==> config.mk <==
export PLATFORM = sky130hd
export DESIGN_NAME = code_frame_receiver
export DESIGN_NICKNAME = d
export VERILOG_FILES = /design/src/rtl/code_frame_receiver.sv
export SDC_FILE = /design/constraint.sdc
export NUM_CORES = 1
export LEC_CHECK = 0
export BUFFER_PORTS_ARGS = -buffer_cell sky130_fd_sc_hd__clkbuf_2
export CAP_MARGIN = 10
export CORE_ASPECT_RATIO = 0.6
export CORE_MARGIN = 2
export CORE_UTILIZATION = 50
export CTS_BUF_LIST = sky130_fd_sc_hd__clkbuf_2
export DETAILED_ROUTE_END_ITERATION = 10
export PLACE_DENSITY_LB_ADDON = 0.08
export SYNTH_ARGS = -nofsm -noshare
export SYNTH_HDL_FRONTEND = slang
export SYNTH_SLANG_ARGS = --single-unit
==> constraint.sdc <==
create_clock -name clock -period 3.21 [get_ports clock]
set_clock_uncertainty 0.1 [all_clocks]
set_input_delay 0.1605 -clock clock [delete_from_list [all_inputs] [get_ports clock]]
set_output_delay 0.1605 -clock clock [all_outputs]
set_load 0.005 [all_outputs]
==> src/rtl/code_frame_receiver.sv <==
// code_frame_receiver
//
// Serial frame receiver between the FSK bit slicer and the Hamming decoder.
// A frame is a start bit (1), DATA_W payload bits, an optional even-parity
// bit and an optional stop bit (0). The line idles at 0. Bits are taken only
// on cycles where io_bit_en is high. Good words go to a one-entry valid/ready
// holding register.
//
// Parameters:
//   DATA_W    payload width, 2..32
//   MSB_FIRST 1: first payload bit lands in bit DATA_W-1; 0: in bit 0
//   PARITY_EN 1: an even-parity bit follows the payload
//   STOP_EN   1: a stop bit (expected 0) follows the payload/parity
//
// Ports:
//   clock, reset   system clock, synchronous active-high reset
//   io_input       serial bit from the slicer
//   io_bit_en      bit strobe; io_input is sampled only when high
//   io_out_data    word in the holding register
//   io_out_valid   holding register holds an unconsumed word
//   io_out_ready   consumer takes the word when valid && ready
//   io_last_word   most recent good word
//   io_busy        receiver is inside a frame
//   io_frame_err   one-cycle pulse: stop bit sampled as 1
//   io_parity_err  one-cycle pulse: parity mismatch
//   io_overrun     one-cycle pulse: good word dropped, holding register full
//
// States:
//   S_IDLE   | waiting for a start bit
//   S_DATA   | shifting in payload bits
//   S_PARITY | sampling the parity bit
//   S_STOP   | sampling the stop bit

module code_frame_receiver #(
    parameter int DATA_W    = 8,
    parameter int MSB_FIRST = 1,
    parameter int PARITY_EN = 0,
    parameter int STOP_EN   = 1
) (
    input  logic              clock,
    input  logic              reset,
    input  logic              io_input,
    input  logic              io_bit_en,
    output logic [DATA_W-1:0] io_out_data,
    output logic              io_out_valid,
    input  logic              io_out_ready,
    output logic [DATA_W-1:0] io_last_word,
    output logic              io_busy,
    output logic              io_frame_err,
    output logic              io_parity_err,
    output logic              io_overrun
);

    localparam int CNT_W = $clog2(DATA_W);
    localparam logic [CNT_W-1:0] LAST_BIT = CNT_W'(DATA_W - 1);

    typedef enum logic [1:0] {
        S_IDLE,
        S_DATA,
        S_PARITY,
        S_STOP
    } state_t;

    state_t            state, state_n;
    logic [CNT_W-1:0]  cnt, cnt_n;
    logic [DATA_W-1:0] shift, shift_n, shifted;
    logic              parity_bad, parity_bad_n;

    logic [DATA_W-1:0] out_data_n, last_word_n;
    logic              out_valid_n;
    logic              frame_err_n, parity_err_n, overrun_n;

    logic              frame_end;
    logic [DATA_W-1:0] word;
    logic              err_frame, err_parity;
    logic              consume;

    always_ff @(posedge clock) begin
        if (reset) begin
            state         <= S_IDLE;
            cnt           <= '0;
            shift         <= '0;
            parity_bad    <= 1'b0;
            io_out_data   <= '0;
            io_out_valid  <= 1'b0;
            io_last_word  <= '0;
            io_frame_err  <= 1'b0;
            io_parity_err <= 1'b0;
            io_overrun    <= 1'b0;
        end else begin
            state         <= state_n;
            cnt           <= cnt_n;
            shift         <= shift_n;
            parity_bad    <= parity_bad_n;
            io_out_data   <= out_data_n;
            io_out_valid  <= out_valid_n;
            io_last_word  <= last_word_n;
            io_frame_err  <= frame_err_n;
            io_parity_err <= parity_err_n;
            io_overrun    <= overrun_n;
        end
    end

    // Shift direction decides where the first payload bit ends up.
    always_comb begin
        if (MSB_FIRST != 0) shifted = {shift[DATA_W-2:0], io_input};
        else                shifted = {io_input, shift[DATA_W-1:1]};
    end

    // Frame sequencing: advances only on strobe cycles.
    always_comb begin
        state_n      = state;
        cnt_n        = cnt;
        shift_n      = shift;
        parity_bad_n = parity_bad;
        frame_end    = 1'b0;
        word         = shift;
        err_frame    = 1'b0;
        err_parity   = 1'b0;

        if (io_bit_en) begin
            case (state)
                S_IDLE: begin
                    if (io_input) begin
                        state_n      = S_DATA;
                        cnt_n        = '0;
                        shift_n      = '0;
                        parity_bad_n = 1'b0;
                    end
                end
                S_DATA: begin
                    shift_n = shifted;
                    if (cnt == LAST_BIT) begin
                        cnt_n = '0;
                        if (PARITY_EN != 0) begin
                            state_n = S_PARITY;
                        end else if (STOP_EN != 0) begin
                            state_n = S_STOP;
                        end else begin
                            state_n   = S_IDLE;
                            frame_end = 1'b1;
                            word      = shifted;
                        end
                    end else begin
                        cnt_n = cnt + 1'b1;
                    end
                end
                S_PARITY: begin
                    // Even parity: payload XOR parity bit must be 0.
                    parity_bad_n = (^shift) ^ io_input;
                    if (STOP_EN != 0) begin
                        state_n = S_STOP;
                    end else begin
                        state_n    = S_IDLE;
                        frame_end  = 1'b1;
                        err_parity = (^shift) ^ io_input;
                    end
                end
                S_STOP: begin
                    // A stop bit of 1 is an error, never a new start bit.
                    state_n    = S_IDLE;
                    frame_end  = 1'b1;
                    err_frame  = io_input;
                    err_parity = parity_bad;
                end
                default: state_n = S_IDLE;
            endcase
        end
    end

    // Holding register and status pulses: evaluated every cycle.
    always_comb begin
        consume      = io_out_valid && io_out_ready;
        out_data_n   = io_out_data;
        out_valid_n  = io_out_valid && !io_out_ready;
        last_word_n  = io_last_word;
        overrun_n    = 1'b0;
        frame_err_n  = frame_end && err_frame;
        parity_err_n = frame_end && err_parity;

        if (frame_end && !err_frame && !err_parity) begin
            last_word_n = word;
            // A word being consumed this cycle frees the slot for the new one.
            if (!io_out_valid || consume) begin
                out_data_n  = word;
                out_valid_n = 1'b1;
            end else begin
                overrun_n = 1'b1;
            end
        end
    end

    assign io_busy = (state != S_IDLE);

endmodule

-- Word level (Yosys, flattened, before mapping)
Index checks and enable logic that the tools add are counted.
- latch bits: 0
- input port bits: 5
- bits in read-only memories: 0
- bits in registers: 34
- memories: 0
- memory bits (writable): 0
- div/mod/pow operators: 0
- multiply operators: 0
- add/subtract/negate cells: 1
- reduce and logical (&&, ||, !) cells: 21
- bitwise operators: 2
- shift operators: 0
- mux-type cells: 19
- order comparisons: 0
- equal/unequal tests: 6
- operators with widths (kind ; number):
    case mux 8 bit (2 select lines) ; 1
    2-to-1 mux 1 bit ; 10
    AND reduction 3 bit ; 3
    2-to-1 mux 8 bit ; 1
    case mux 2 bit (4 select lines) ; 1
    XOR reduction 8 bit ; 1
    logical AND 1 bit ; 6
    2-to-1 mux 3 bit ; 2
    case mux 3 bit (2 select lines) ; 1
    nonzero test 2 bit ; 3
    equality test 2 bit (second input constant) ; 2
    logical NOT 1 bit ; 4
    2-to-1 mux 2 bit ; 2
    inequality test 2 bit (second input constant) ; 2
    adder 3 x 1 -> 3 bit (second input constant) ; 1
    equality test 3 bit (second input constant) ; 1
    equality test 2 x 1 -> 1 bit (second input constant) ; 1
    logical NOT 2 bit ; 1
    case mux 1 bit (2 select lines) ; 1
    AND reduction 2 bit ; 1
    OR reduction 2 bit ; 1
    logical OR 1 bit ; 1
    inverter 1 bit ; 1
    bitwise XOR 1 bit ; 1

-- Longest topological paths before layout
Gate-level depths: netlist of run 1.
- word-level depth: 8
- gate-level depth with buffers: 7
- depth with buffers taken out: 6

-- Worst setup path before layout of run 1
No wires, ideal clock.
- path type: reg-to-reg
- start: register state[0]
- end: register shift[1]
- period minus slack after synthesis: 1456 ps
- cell stages (with the launch flop): 8
- buffers on the path: 1
- arrival time: 1291 ps
- path slack: 1754 ps
- data required time: 3045 ps
- path through: dfxtp_1 inv_1 ha_1 and2_1 o21ai_1 buf_2 a22oi_1 nor2_1
- longest elaborated chain between the ends: 3
- elaborated cells on any way between the ends: 6
- those cells by class: eq/ne (2); mux (1); reduce/logical (3)
- ends and longest elaborated chain (what ; line ; source):
    start: declaration ; 64 ; state_t state, state_n;
    start signal: assignment ; 91 ; state <= state_n;
    equality test 2 x 1 -> 1 bit / logical NOT 2 bit (equally long branches) ; 122 ; case (state)
    nonzero test 2 bit (no source line) / inequality test 2 bit (equally long branches) ; - ;
    AND reduction 3 bit (no source line) ; - ;
    end signal: assignment ; 93 ; shift <= shift_n;
    end: declaration ; 66 ; logic [DATA_W-1:0] shift, shift_n, shifted;
Several ways; a longest one is shown, not always the timed one.
A chain may end at the register's enable or synchronous reset.

-- Worst setup path in the final report of run 1
- start: register state[0]
- end: register cnt[0]
- longest elaborated chain between the ends: 3
- elaborated cells on any way between the ends: 6
- those cells by class: eq/ne (2); mux (1); reduce/logical (3)
- ends and longest elaborated chain (what ; line ; source):
    equality test 2 x 1 -> 1 bit / logical NOT 2 bit (equally long branches) ; 122 ;
    nonzero test 2 bit (no source line) / inequality test 2 bit (equally long branches) ; - ;
    AND reduction 3 bit (no source line) ; - ;
    end signal: assignment ; 92 ; cnt <= cnt_n;
    end: declaration ; 65 ; logic [CNT_W-1:0] cnt, cnt_n;
Several ways; a longest one is shown, not always the timed one.

==> metrics.md, run 1 <==
| Metric | Value |
|---|---|
| Clock root cell | `clkbuf_2` |
| GP Congestion | `0.7555` |
| Final wirelength | `roughly 2600 um` |
| Hold Crit Start | `io_input` |
| CP peak stage delay | `~650 ps` |
| Total global routing overflow | `0` |
| Port Buffer Count | `25` |
| Largest net degree at the start of global routing | `34` |
| Overall die area | `~3200 um^2` |
| Clock power share | `0.278` |
| Final-report setup violation count | `0` |
| Peak VDD IR | `~0.00023 V` |
| Final hold vios | `0` |
| Crit Path Max Fanout | `12` |
| Yosys warning total | `0` |
| Post-Syn Area | `approximately 1400 um^2` |
| Comb power frac | `0.072` |
| CTS Hold Bufs | `0` |
| Vias in the first global route | `950` |
| Slew Viols, Final | `0` |
| Die width | `approximately 72 um` |
| Count of unique library cells instantiated by Yosys | `26` |
| HP Class | `primary input to register` |
| Slowest CP cell | `o21ai_1` |
| Hpwl dp | `1854 um` |
| Setup CP Type | `register to register` |
| Clock insertion delay at the later pin of the skew report | `around 350 ps` |
| Reg2Reg Setup Slack | `1190 ps` |
| Number of remaining DRC errors | `0` |
| Fill count | `244` |
| Flop pwr share | `0.650` |
| NumNets Final | `about 190` |
| Vias/cell | `between 5 and 6` |
| Reg2reg start | `state[0]$_SDFFE_PP0P_` |
| Initial Utilization | `0.5396` |
| Max frequency | `~500 MHz` |
| CP arrival | `2120 ps` |
| Startpoint Class | `register` |
| Hold path endpoint | `io_frame_err$_SDFF_PP0_` |
| Sink Count | `34` |
| Die height | `roughly 45 um` |
| Unrepaired setup endpoints after global routing | `no` |
| NetSw | `161.5 uW` |
| Switching share of power | `0.2450` |
| TritonCTS buffer count | `5` |
| Mapped Avg Cell Area | `8.904 um^2` |
| DR vias | `about 1100` |
| Wirelength per Cell | `12.47 um` |
| Row cnt | `14` |
| TNS Setup | `0 ps` |
| ANT cells | `0` |
| Worst Reg-to-Reg Cells | `6` |
| Initial antenna violation count | `0` |
| Mapped Cells | `around 160` |
| Post-CTS setup repair buffer count | `0` |
| Post-CTS sizing | `0` |
| Final worst path period need | `2015 ps` |
| Seq/Total Area, Yosys | `0.4932` |
| Num ports | `26` |
| Reg2Reg Capture Point | `cnt[0]$_SDFFE_PP0P_` |
| Hold Path Depth | `2` |
| Detailed Route Iter0 Violations | `77` |
| CP Cell Sequence | `inv_1 -> ha_1 -> and2_1 -> o21ai_1 -> or3_1 -> a21oi_1` |
| CTS tree | `yes` |
| P&R area growth vs syn | `11.97%` |
| Total track usage | `0.1761` |
| Maximum root-to-sink buffer count | `2` |
| Internal power | `497.9 uW` |
| Worst path required time | `3320 ps` |
| Crit share post-route | `0.6278` |
| Slew @ Worst Pin | `814.7 ps` |
| Proportion of layout cells with a drive suffix above 1 | `0.1899` |
| Setup crit end kind | `register` |
| Drt pass-1 iters | `4` |
| Slew headroom | `0.4532` |
| First-pass GRT wire length | `roughly 4200 um` |
| Final hold slack | `42.87 ps` |
| Mapped Nets | `roughly 170` |
| Power Density | `426.7 nW/um^2` |
| Area of the core | `around 2600 um^2` |
| Yosys reg bits | `34` |
| Status | `finished clean` |
| H-tree lvl count | `2` |
| Leak | `0.6415 nW` |
| Post-DRT Antenna Nets | `0` |
| Clk slew on worst S/H paths | `approximately 170 ps` |
| Max-Cap Viols | `0` |
[cells by family (layout without fill, tap and decap cells)]
| group | count (synthesis) | after routing | share of synthesized area |
|---|---|---|---|
| AO/OA/AOI/OAI | 31 | 31 | 0.1306 |
| buffers and inverters | 12 | 36 | 0.03627 |
| AND/OR/NAND/NOR | 63 | 63 | 0.2158 |
| XOR/XNOR | 7 | 7 | 0.05440 |
| flip-flops | 34 | 34 | 0.4932 |
| adder cells (fa/ha/maj) | 6 | 6 | 0.05440 |
| multiplexers | 2 | 2 | 0.01541 |
[state kept, by name, summed over array words and instances, names as in the netlist]
signal	count
parity_bad	1
state	2
io_out_valid	1
io_overrun	1
io_out_data	8
shift	8
io_last_word	8
io_parity_err	1
cnt	3
io_frame_err	1
[layout by cell type (no fill, tap or decap)]
master / Yosys / routed
a21oi_1: 18 / 18
a22oi_1: 10 / 10
and2_1: 1 / 1
and3_1: 3 / 3
and4bb_2: 1 / 1
clkbuf_2: 0 / 31
clkinv_1: 0 / 1
clkinv_2: 0 / 1
dfxtp_1: 34 / 34
ha_1: 6 / 6
inv_1: 3 / 3
mux2_2: 1 / 1
mux2i_1: 1 / 1
nand2_1: 26 / 26
nand2b_1: 3 / 3
nand3_1: 10 / 10
nand3b_1: 1 / 1
nand4bb_1: 1 / 1
nor2_1: 12 / 12
nor2b_1: 3 / 3
nor3_1: 1 / 1
o21ai_0: 1 / 1
o21ai_1: 2 / 2
or3_1: 1 / 1
xnor2_1: 4 / 4
xnor3_1: 1 / 1
xor2_1: 2 / 2
[per-stage QoR]
step                      setup WS [ps]  utilization  cells  total power [mW]  cell area [um^2]
after floorplan                    1754            -    155            0.4728              1380
after global placement             1355       0.5890    203            0.4828              1506
after detailed placement           1229       0.5890    203            0.4851              1506
after CTS                          1211       0.6042    211            0.6660              1545
after global routing               1021       0.6042    211            0.6903              1545
final                              1195       0.6042    211            0.6594              1545
[area by class of cell]
class                      instances  area, um^2  share of cell area
clock buffer                       6       30.03             0.01943
clock inverter                     2       8.758            0.005668
inverter                           3       11.26            0.007287
multi-input combinational        109       649.4              0.4202
sequential                        34       680.7              0.4405
tap                               32       40.04             0.02591
timing repair buffer              25       125.1             0.08097
[worst max-delay path: cells and delay by family, from the launching register on]
kind,cells,cell delay [ps]
buffers and inverters,1,80
flip-flops,1,380
AND/OR/NAND/NOR,2,370
adder cells (fa/ha/maj),1,250
AO/OA/AOI/OAI,2,710
[per-layer routing]
metal,share of wire,global-route usage,vias up
met1,0.54,0.2493,517
met5,0,0,-
met2,0.41,0.2500,24
met3,0.043,0.06027,2
met4,0.0072,0.06792,0
li1,-,-,573
[power groups by stage]
stage	Sequential (mW)	Clock, mW	Combinational (mW)
detailed placement	0.438	0	0.0475
floorplan	0.437	0	0.0359
global placement	0.437	0	0.0455
finish	0.428	0.183	0.0478
CTS	0.429	0.190	0.0475
global route	0.429	0.207	0.0536
[worst max-delay path by stage]
stage                                        to  slack, ps             startpoint  depth (start not counted)
after floorplan           shift[1]$_SDFFE_PP0P_       1750  state[0]$_SDFFE_PP0P_                          7
after global placement      cnt[0]$_SDFFE_PP0P_       1360  state[0]$_SDFFE_PP0P_                          6
after detailed placement    cnt[0]$_SDFFE_PP0P_       1230  state[0]$_SDFFE_PP0P_                          6
after CTS                   cnt[0]$_SDFFE_PP0P_       1210  state[0]$_SDFFE_PP0P_                          6
after global routing        cnt[0]$_SDFFE_PP0P_       1020  state[0]$_SDFFE_PP0P_                          6
final                       cnt[0]$_SDFFE_PP0P_       1190  state[0]$_SDFFE_PP0P_                          6
[synthesized netlist by cell type]
cell type   n  area, um^2
a21oi_1    18       90.09
a22oi_1    10       75.07
and2_1      1       6.260
and3_1      3       18.77
and4bb_2    1       12.51
buf_2       4       20.02
clkbuf_1    5       18.77
dfxtp_1    34       680.7
ha_1        6       75.07
inv_1       3       11.26
mux2_2      1       11.26
mux2i_1     1       10.01
nand2_1    26       97.59
nand2b_1    3       18.77
nand3_1    10       50.05
nand3b_1    1       7.510
nand4bb_1   1       11.26
nor2_1     12       45.04
nor2b_1     3       18.77
nor3_1      1       5.000
o21ai_0     1       5.000
o21ai_1     2       10.01
or3_1       1       6.260
xnor2_1     4       35.03
xnor3_1     1       22.52
xor2_1      2       17.52
(Power assumes the default switching activity.)
==> run 2: changes to the inputs <==
- clock period: 3.21 -> 1.8 ns (I/O delays scaled with it)
==> metrics.md, run 2 (synthesis gave the netlist of run 1 again) <==
| Metric | Value |
|---|---|
| M1 WL | `1428 um` |
| Leading cell type in the layout, fill and taps excluded | `dfxtp_1` |
| Slew @ Worst Pin | `between 300 and 400 ps` |
| HP Class | `primary input to register` |
| Maximum root-to-sink buffer count | `2` |
| Wirelength per Cell | `between 10 and 15 um` |
| Largest net degree at the start of global routing | `21` |
| Hpwl dp | `2044 um` |
| Met2 WL | `~1200 um` |
| Die width | `71.83 um` |
| Crit Path Max Fanout | `8` |
| Final-report setup violation count | `0` |
| Max frequency | `between 600 and 700 MHz` |
| Num ports | `26` |
| Unrepaired setup endpoints after global routing | `no` |
| Setup crit end kind | `register` |
| First-pass GRT wire length | `around 4800 um` |
| Post-DRT Antenna Nets | `0` |
| Power Total | `about 1.2 mW` |
| Port Buffer Count | `25` |
| Worst path required time | `between 1500 and 2000 ps` |
| DR vias | `about 1200` |
| Most frequent cells in the layout | `34 x dfxtp_1, 32 x clkbuf_2, 26 x nand2_1` |
| Area of the core | `2557 um^2` |
| TritonCTS buffer count | `5` |
| Setup CP Type | `register to register` |
| Overall die area | `between 3000 and 4000 um^2` |
| Final worst path period need | `1628 ps` |
| Status | `finished clean` |
| Final core occ | `0.6316` |
| Clock insertion delay at the later pin of the skew report | `around 350 ps` |
| Crit share post-route | `0.9042` |
| Row cnt | `14` |
| Non-filler instance count after layout | `219` |
| Initial Utilization | `0.5396` |
| Clock root cell | `clkbuf_2` |
| Drt pass-1 iters | `4` |
| CTS tree | `yes` |
| Dpl cells | `210` |
| Slew Viols, Final | `0` |
| DR WL met3 | `~140 um` |
| Final wirelength | `between 2000 and 3000 um` |
| Proportion of layout cells with a drive suffix above 1 | `0.2246` |
| Final hold vios | `0` |
| Max Used Layer | `met4` |
| GP Congestion | `0.8125` |
| H-tree lvl count | `2` |
| TNS Setup | `0 ps` |
| CP arrival | `~1800 ps` |
| Power Density | `between 700 and 800 nW/um^2` |
| Fill count | `about 240` |
| Die height | `~45 um` |
| Design area | `around 1600 um^2` |
| Total track usage | `0.2017` |
| Peak VDD IR | `0.0003722 V` |
| Sink Count | `34` |
| Slew headroom | `0.7396` |
| Startpoint Class | `register` |
| Vias/cell | `~5.3` |
| Initial antenna violation count | `0` |
| Max-Cap Viols | `0` |
| Vias in the first global route | `between 1000 and 1500` |
| Total global routing overflow | `0` |
| Top flop regs | `io_last_word (8), io_out_data (8), shift (8)` |
| NumNets Final | `between 150 and 200` |
| Number of remaining DRC errors | `0` |
| Leak | `slightly below 0.7 nW` |
| Reg area | `approximately 700 um^2` |
| ANT cells | `0` |
| Placed Instance Area | `between 1500 and 2000 um^2` |
| Multi-input logic area | `~650 um^2` |
| Post-CTS setup repair buffer count | `0` |
| P&R area growth vs syn | `17.04%` |
| Clk slew on worst S/H paths | `150 ps` |
| Detailed Route Iter0 Violations | `between 50 and 60` |
## run 2: cell types whose count changed in the layout (fill, tap and decap cells not counted), sizes merged
| cell | delta |
|---|---|
| buf | +7 |
| clkinv | -2 |
| dlygate4sd3 | +2 |
| clkbuf | +1 |
## run 2: area by class of cell
class,instances,share of cell area
clock buffers,7,0.02169
flip-flops and latches,34,0.4214
repair buffers,34,0.1224
multi-input cells,109,0.4028
well taps,32,0.02479
inverters,3,0.006971
## run 2: final timing paths
| kind | from | to | slack (ps) | cells after the start |
|---|---|---|---|---|
| setup / recovery | state[1]$_SDFFE_PP0P_ | shift[3]$_SDFFE_PP0P_ | 170 | 7 |
| hold / removal | io_bit_en | parity_bad$_SDFFE_PP0P_ | 40 | 4 |
| setup reg to reg | state[1]$_SDFFE_PP0P_ | shift[3]$_SDFFE_PP0P_ | 170 | 7 |
| hold reg to reg | io_last_word[0]$_SDFFE_PP0P_ | io_last_word[0]$_SDFFE_PP0P_ | 360 | 2 |
## run 2: layer usage
metal / up-vias / track usage
met1: 528 / 0.2574
met3: 4 / 0.08259
li1: 587 / -
met5: - / 0
met4: 0 / 0.07925
met2: 35 / 0.3111
## run 2: critical path, cell delays in order, from the launching register on
cell     delay, ps
dfxtp_1        410
inv_1           80
ha_1           230
and2_1         160
o21ai_1        220
buf_4          200
a22oi_1         70
nor2_1         100
## run 2: power by group
group          leakage [nW]  switching [mW]  internal [mW]  total [mW]
Clock                0.0291           0.222          0.101       0.323
Combinational         0.379          0.0547         0.0427      0.0974
Sequential            0.274         0.00524          0.759       0.764
## run 2: timing repair
| item | CTS | global route |
|---|---|---|
| gates resized for setup | 0 | 1 |
| endpoints found under the setup margin | 0 | 5 |
| hold buffers | 2 | 0 |
| hold endpoints to repair | 13 | 0 |
## run 2: per-stage QoR
step                      setup WS, ps  hold slack [ps]
after floorplan                  344.2            69.31
final                            172.5            41.32
after detailed placement         208.1            341.3
after global routing             15.68            42.99
after CTS                        86.32            24.13
after global placement           259.9            337.9
==> run 3: changes to the inputs <==
- clock period: 1.8 -> 1.6 ns (I/O delays scaled with it)
==> metrics.md, run 3 (synthesis gave the netlist of run 1 again) <==
| Metric | Value |
|---|---|
| Status | `finished clean` |
| Clock root cell | `clkbuf_2` |
| Top cell by count, worst path | `ha_1` |
| Slew Viols, Final | `0` |
| P&R area growth vs syn | `23.12%` |
| Largest net degree at the start of global routing | `21` |
| Slowest CP cell | `dfxtp_2` |
| Sink Count | `34` |
| Placed Instance Area | `1597 um^2` |
| Post-DRT Antenna Nets | `0` |
| Die height | `roughly 45 um` |
| Proportion of layout cells with a drive suffix above 1 | `0.2938` |
| Clock insertion delay at the later pin of the skew report | `around 360 ps` |
| TNS Setup | `0 ps` |
| Most frequent cells in the layout | `31 x clkbuf_2, 31 x dfxtp_1, 25 x nand2_1` |
| Setup crit end kind | `register` |
| Final core occ | `0.6644` |
| Final-report setup violation count | `0` |
| CP Cell Sequence | `ha_1 -> ha_1 -> nand2b_1 -> nand3_2 -> mux2_2 -> nor2_1` |
| Number of remaining DRC errors | `0` |
| Initial Utilization | `0.5396` |
| Hpwl dp | `between 2000 and 2500 um` |
| Overall die area | `3210 um^2` |
| Initial antenna violation count | `0` |
| TritonCTS buffer count | `5` |
| Final wirelength | `about 2900 um` |
| Port Buffer Count | `25` |
| Critical path buffers and inverters | `0` |
| Total track usage | `0.2035` |
| First-pass GRT wire length | `between 4000 and 5000 um` |
| NumNets Final | `204` |
| DR vias | `1198` |
| Max frequency | `between 600 and 700 MHz` |
| HP Class | `primary input to register` |
| Place WS | `-18.95 ps` |
| Top flop regs | `io_last_word (8), io_out_data (8), shift (8)` |
| Row cnt | `14` |
| Setup CP Type | `register to register` |
| Startpoint Class | `register` |
| Dpl cells | `roughly 220` |
| Final worst path period need | `1572 ps` |
| Setup WS post-layout | `around 28 ps` |
| Worst Reg-to-Reg Cells | `6` |
| H-tree lvl count | `2` |
| Final hold vios | `0` |
| Levels on crit path | `6` |
| Crit share post-route | `0.9828` |
| CP peak stage delay | `350 ps` |
| Power Density | `between 800 and 900 nW/um^2` |
| Vias/cell | `about 5.3` |
| Slew @ Worst Pin | `roughly 270 ps` |
| Hold Path Depth | `4` |
| Vias in the first global route | `roughly 1100` |
| Crit Path Max Fanout | `2` |
| Final hold slack | `40.56 ps` |
| Drt pass-1 iters | `4` |
| ANT cells | `0` |
| Detailed Route Iter0 Violations | `93` |
| Slew headroom | `0.8201` |
| Maximum root-to-sink buffer count | `2` |
| Worst path required time | `between 1500 and 2000 ps` |
| Max-Cap Viols | `0` |
| Power Total | `roughly 1.4 mW` |
| Design area | `1699 um^2` |
| GP Congestion | `between 0.8 and 0.9` |
| Crit path max-delay family | `simple AND/OR/NAND/NOR gates` |
| Non-filler instance count after layout | `226` |
| Total global routing overflow | `0` |
| Num ports | `26` |
| CTS tree | `yes` |
| Peak VDD IR | `between 0.0005 and 0.0006 V` |
| Clk slew on worst S/H paths | `roughly 160 ps` |
| Leak | `about 0.72 nW` |
| Wirelength per Cell | `approximately 13 um` |
| CP arrival | `about 1800 ps` |
| Area of the core | `between 2000 and 3000 um^2` |
| Die width | `71.83 um` |
-- run 3: cell types whose count changed in the layout (fill, tap and decap cells not counted), sizes merged --
| cell | previous run | this run |
|---|---|---|
| buf | 7 | 13 |
| clkbuf | 32 | 31 |
| clkinv | 0 | 2 |
-- run 3: worst paths after layout --
kind	startpoint	end	slack [ps]
worst max-delay path	cnt[0]$_SDFFE_PP0P_	state[0]$_SDFFE_PP0P_	30
worst min-delay path	io_bit_en	state[1]$_SDFFE_PP0P_	40
worst max register to register	cnt[0]$_SDFFE_PP0P_	state[0]$_SDFFE_PP0P_	30
worst min register to register	io_last_word[4]$_SDFFE_PP0P_	io_last_word[4]$_SDFFE_PP0P_	360
-- run 3: cell type report --
class,count,area [um^2]
clock inverters,2,8.758
multi-input cells,109,675.6
flip-flops and latches,34,686.9
fillers,232,858.3
repair buffers,40,246.5
clock buffers,6,30.03
inverters,3,11.26
well taps,32,40.04
-- run 3: worst min-delay path, stage by stage --
cell and delay [ps]:
clkbuf_2 150, nand3_2 100, mux2i_1 70, nor2_1 70
-- run 3: report_power, final --
| part | switching, mW | leakage [nW] | internal, mW |
|---|---|---|---|
| sequential | 0.00723 | 0.276 | 0.854 |
| combinational | 0.0683 | 0.413 | 0.0607 |
| clock | 0.271 | 0.0304 | 0.107 |
| total | 0.347 | 0.719 | 1.02 |
-- run 3: repair_timing --
action | in CTS | in global routing
hold buffers | 2 | 0
setup buffers | 0 | 1
resized for setup | 4 | 9
hold endpoints to repair | 14 | 0
endpoints found under the setup margin | 10 | 25
-- run 3: metal layers --
metal | global-route usage | share of wire | vias to the layer above | wire length (um)
met5 | 0 | 0 | - | 0
li1 | - | - | 606 | -
met1 | 0.2807 | 0.47 | 548 | 1380
met4 | 0.09057 | 0.013 | 0 | 37
met3 | 0.06250 | 0.087 | 4 | 255
met2 | 0.2981 | 0.43 | 40 | 1243
